### config.mk
export PLATFORM = sky130hd
export DESIGN_NAME = store_packer
export DESIGN_NICKNAME = d
export VERILOG_FILES = /design/src/rtl/store_pkg.sv /design/src/rtl/store_lane_gen.sv /design/src/rtl/store_packer.sv
export SDC_FILE = /design/constraint.sdc
export NUM_CORES = 1
export LEC_CHECK = 0
export CAP_MARGIN = 20
export CORE_MARGIN = 2
export CORE_UTILIZATION = 54
export DETAILED_ROUTE_END_ITERATION = 6
export PLACE_DENSITY = 0.86
export SLEW_MARGIN = 20
export SYNTH_ARGS = -nofsm -noshare
export SYNTH_HDL_FRONTEND = slang
export SYNTH_HIERARCHICAL = 1
export SYNTH_SLANG_ARGS = --single-unit
### constraint.sdc
create_clock -name clk -period 17.2 [get_ports clk]
set_input_delay 4.3 -clock clk [delete_from_list [all_inputs] [get_ports clk]]
set_output_delay 4.3 -clock clk [all_outputs]
set_load 0.005 [all_outputs]
### src/rtl/store_pkg.sv
// Shared encodings and types for the store packing path.
package store_pkg;

  // Store size as encoded on req_op.
  typedef enum logic [1:0] {
    OP_SW  = 2'b00,
    OP_SH  = 2'b01,
    OP_SB  = 2'b10,
    OP_RSV = 2'b11
  } store_op_e;

  localparam logic [3:0] BE_WORD    = 4'b1111;
  localparam logic [3:0] BE_HALF_LO = 4'b0011;
  localparam logic [3:0] BE_HALF_HI = 4'b1100;

  // One buffered store: word address, lane enables, replicated data.
  typedef struct packed {
    logic [29:0] word;
    logic [3:0]  be;
    logic [31:0] data;
  } store_entry_t;

endpackage

### src/rtl/store_lane_gen.sv
// Combinational lane generator: byte enables, replicated data,
// word-aligned address and a reject flag for a single store request.
module store_lane_gen
  import store_pkg::*;
(
  input  logic [1:0]  op,
  input  logic [31:0] addr,
  input  logic [31:0] wdata,
  output logic [3:0]  be,
  output logic [31:0] data,
  output logic [31:0] word_addr,
  output logic        misalign   // misaligned access or reserved op
);

  assign word_addr = {addr[31:2], 2'b00};

  // Decode size and low address bits into lanes and a reject flag.
  always_comb begin
    // NOTE: every output gets a default first so no path leaves one unassigned (no latch).
    be       = 4'b0000;
    data     = wdata;
    misalign = 1'b0;
    case (store_op_e'(op))
      OP_SW: begin
        be       = BE_WORD;
        misalign = (addr[1:0] != 2'b00);
      end
      OP_SH: begin
        be       = addr[1] ? BE_HALF_HI : BE_HALF_LO;
        data     = {2{wdata[15:0]}};
        misalign = addr[0];
      end
      OP_SB: begin
        be   = 4'b0001 << addr[1:0];
        data = {4{wdata[7:0]}};
      end
      default: misalign = 1'b1;
    endcase
  end

endmodule

### src/rtl/store_packer.sv
// Store packer: turns sb/sh/sw requests into word-wide masked writes,
// buffered in a small FIFO, and flags misaligned or reserved stores.
module store_packer
  import store_pkg::*;
#(
  parameter int DEPTH = 2
) (
  input  logic        clk,
  input  logic        reset,
  input  logic        flush,
  input  logic        req_valid,
  output logic        req_ready,
  input  logic [1:0]  req_op,
  input  logic [31:0] req_addr,
  input  logic [31:0] req_wdata,
  output logic        mem_valid,
  input  logic        mem_ready,
  output logic [31:0] mem_addr,
  output logic [3:0]  mem_be,
  output logic [31:0] mem_wdata,
  output logic        err_valid,
  output logic [31:0] err_addr
);

  localparam int         PW   = $clog2(DEPTH);
  localparam logic [PW:0] FULL = (PW+1)'(DEPTH);

  logic [PW-1:0] wr_ptr, rd_ptr;
  logic [PW:0]   count;
  store_entry_t  entries [DEPTH];
  store_entry_t  head;

  logic [3:0]  lane_be;
  logic [31:0] lane_data;
  logic [31:0] lane_addr;
  logic        lane_bad;

  logic accept, push, pop;

  store_lane_gen u_lane_gen (
    .op        (req_op),
    .addr      (req_addr),
    .wdata     (req_wdata),
    .be        (lane_be),
    .data      (lane_data),
    .word_addr (lane_addr),
    .misalign  (lane_bad)
  );

  assign req_ready = (count < FULL);
  assign mem_valid = (count != '0);
  assign accept    = req_valid & req_ready;
  // Flush wins over both a new request and a transfer in the same cycle.
  assign push      = accept & ~lane_bad & ~flush;
  assign pop       = mem_valid & mem_ready & ~flush;

  assign head      = entries[rd_ptr];
  assign mem_addr  = {head.word, 2'b00};
  assign mem_be    = head.be;
  assign mem_wdata = head.data;

  // Storage array: written on push only.
  always_ff @(posedge clk) begin
    // NOTE: the entry array is not reset; count gates its visibility, so stale data is never issued.
    if (push) entries[wr_ptr] <= '{word: lane_addr[31:2], be: lane_be, data: lane_data};
  end

  // Pointers, occupancy and error reporting.
  always_ff @(posedge clk) begin
    // NOTE: sequential state uses non-blocking assignments so all registers update from pre-edge values.
    if (!reset) begin
      wr_ptr    <= '0;
      rd_ptr    <= '0;
      count     <= '0;
      err_valid <= 1'b0;
      err_addr  <= '0;
    end else if (flush) begin
      wr_ptr    <= '0;
      rd_ptr    <= '0;
      count     <= '0;
      err_valid <= 1'b0;
    end else begin
      err_valid <= accept & lane_bad;
      if (accept & lane_bad) err_addr <= req_addr;
      if (push) wr_ptr <= wr_ptr + 1'b1;
      if (pop)  rd_ptr <= rd_ptr + 1'b1;
      case ({push, pop})
        2'b10:   count <= count + 1'b1;
        2'b01:   count <= count - 1'b1;
        default: count <= count;
      endcase
    end
  end

endmodule

==> results.tsv <==
stage	metric	value	unit
critical_path	Crit Path Category	primary input to register	
layout	fillers	867	
clock_network	clock sinks	170	
timing	clock skew	0.004929	ns
flow_run	max_cap viols	0	
critical_path	CP Max Fanout	36	
critical_path	reg2reg start	count[1]$_SDFFE_PP0P_	
floorplan	DIE HEIGHT	120.5	um
power_and_ir_drop	Power Density	97.38	mW/mm2
clock_network	CTS resizes	0	
synthesis	Syn Area/Cell	14.60	um2
power_and_ir_drop	Leak Pwr	3.130	nW
run_status	outcome	finished clean	
layout	Final Non-Filler Cells	818	
placement	post-detail-place hpwl	10.49	mm
timing	Final Max Tran Viols	0	
floorplan	Die W	120.5	um
grt	GRT Total Usage	21.58	%
critical_path	Worst setup SP type	primary input	
detailed_routing	WL final	15.41	mm
critical_path	crit end category	register	
floorplan	# IOs	174	
synthesis	Mapped Cells	502	
layout	most frequent cells in the layout	170 x clkdlybuf4s50_1, 132 x edfxtp_1, 66 x mux2_2, 40 x nand2_1, 37 x dfxtp_1	
layout	diode count	0	
detailed_routing	DRC viols	0	
timing	Tmin final	7.405	ns
detailed_routing	DRT Pass-1 Iters	5	
placement	port bufs	171	
detailed_routing	Avg WL per Cell	18.84	um
timing	Max-slew headroom	31.40	%
placement	dpl cells	786	
grt	largest net degree at the start of global routing	67	
hold_path	worst hold path class	register to register	
detailed_routing	via/cell ratio	5.402	
critical_path	CP Launch Point	req_op[1]	
clock_network	clock root buffer	clkbuf_16	
layout	Layout Nets	706	
clock_network	Worst-path clk slew	0.06	ns
timing	Final Hold Vio Count	0	
clock_network	worst skew pair latency	0.42	ns
grt	global-route wire length before repair	23.45	mm
critical_path	Worst Path Required	17.26	ns
grt	grt total ovfl	0	
synthesis	Mapped Area	0.007331	mm2
power_and_ir_drop	Peak VDD IR	0.06626	mV
timing	setup_tns	0	ns
clock_network	# hold bufs at CTS	0	
floorplan	DIE AREA	0.01452	mm2
clock_network	number of setup buffers added after CTS	0	
clock_network	CTS tree	done	
grt	number of global-route vias before repair	4484	
critical_path	critical path arrival	7.47	ns
placement	routability cong.	0.8251	
layout	commonest non-fill, non-tap cell in the layout	clkdlybuf4s50_1	
grt	initial antenna violation count	0	
floorplan	core region area	0.01324	mm2
clock_network	maximum clock insertion buffer count	2	
timing	RSZ-0062 raised after global routing	false	
synthesis	Synth Warn #	6	
layout	Area growth, synth to finish	27.10	%
timing	Tcrit/Tclk final	43.05	%
floorplan	# rows	42	
clock_network	H-tree depth	4	
detailed_routing	Final ANT Viol Nets	0	
floorplan	Initial Util	55.36	%
detailed_routing	via count	4419	
timing	Final setup viols	0	
clock_network	Num CTS Buffers	17	
timing	Worst Tran Pin Value	1.029	ns
timing	fmax	135.0	MHz
hold_path	hold wc startpoint	err_addr[12]$_SDFFE_PN0P_	
layout	share of layout cells above drive strength 1	25.23	%
detailed_routing	Iter 0 DRT Violations	318	
## final timing paths
| check | cells past startpoint | end | slack (ns) |
|---|---|---|---|
| worst max-delay path | 9 | entries[0][13]$_DFFE_PP_ | 9.79 |
| worst min-delay path | 2 | err_addr[12]$_SDFFE_PN0P_ | 0.46 |
| worst max register to register | 4 | entries[0][13]$_DFFE_PP_ | 14.58 |
| worst min register to register | 2 | err_addr[12]$_SDFFE_PN0P_ | 0.46 |
## flip-flops by register name, summed over array words and instances (netlist names), named ones only
register / count
entries: 132
count: 2
wr_ptr: 1
err_valid: 1
rd_ptr: 1
err_addr: 32
## layout make-up
| type | count | area (um2) | area share, % |
|---|---|---|---|
| sequential | 170 | 4726 | 50.72 |
| multi-input combinational | 252 | 2022 | 21.70 |
| clock buffer | 19 | 432.9 | 4.646 |
| timing repair buffer | 176 | 1744 | 18.72 |
| clock inverter | 13 | 127.6 | 1.370 |
| inverter | 12 | 45.04 | 0.4834 |
| tap | 176 | 220.2 | 2.363 |
## per-stage QoR
step | hold WS (ns) | utilization, % | instance area, um2 | total power, mW | setup WS (ns)
global route | 0.4676 | 70.36 | 9318 | 0.9336 | 9.476
CTS | 0.4607 | 70.36 | 9318 | 0.9115 | 9.792
global placement | 0.4404 | 66.13 | 8757 | 0.5492 | 9.521
floorplan | 0.4447 | - | 7335 | 0.5140 | 8.566
detailed placement | 0.4412 | 66.13 | 8757 | 0.5525 | 9.344
finish | 0.4591 | 70.36 | 9318 | 0.9074 | 9.795
## critical path: stages
cell             delay (ns)
clkdlybuf4s50_1        0.54
inv_1                  0.09
ha_1                   0.33
nor2_1                 0.23
o21bai_1               0.14
nor4b_2                0.34
inv_1                  0.15
nor2_4                 0.73
buf_4                  0.56
## metal layers
metal	track usage (%)	up-vias	part of all wire, %
li1	-	2052	-
met1	25.74	2138	39
met2	35.66	206	49
met3	8.208	23	10
met4	7.994	0	1.8
met5	0	-	0
## power breakdown
group | total (mW) | leakage (nW) | switching [mW] | internal [mW]
clock network | 0.363 | 0.260 | 0.151 | 0.212
logic | 0.0844 | 1.36 | 0.0403 | 0.0440
registers | 0.460 | 1.51 | 0.00352 | 0.456
(Power assumes the default switching activity.)
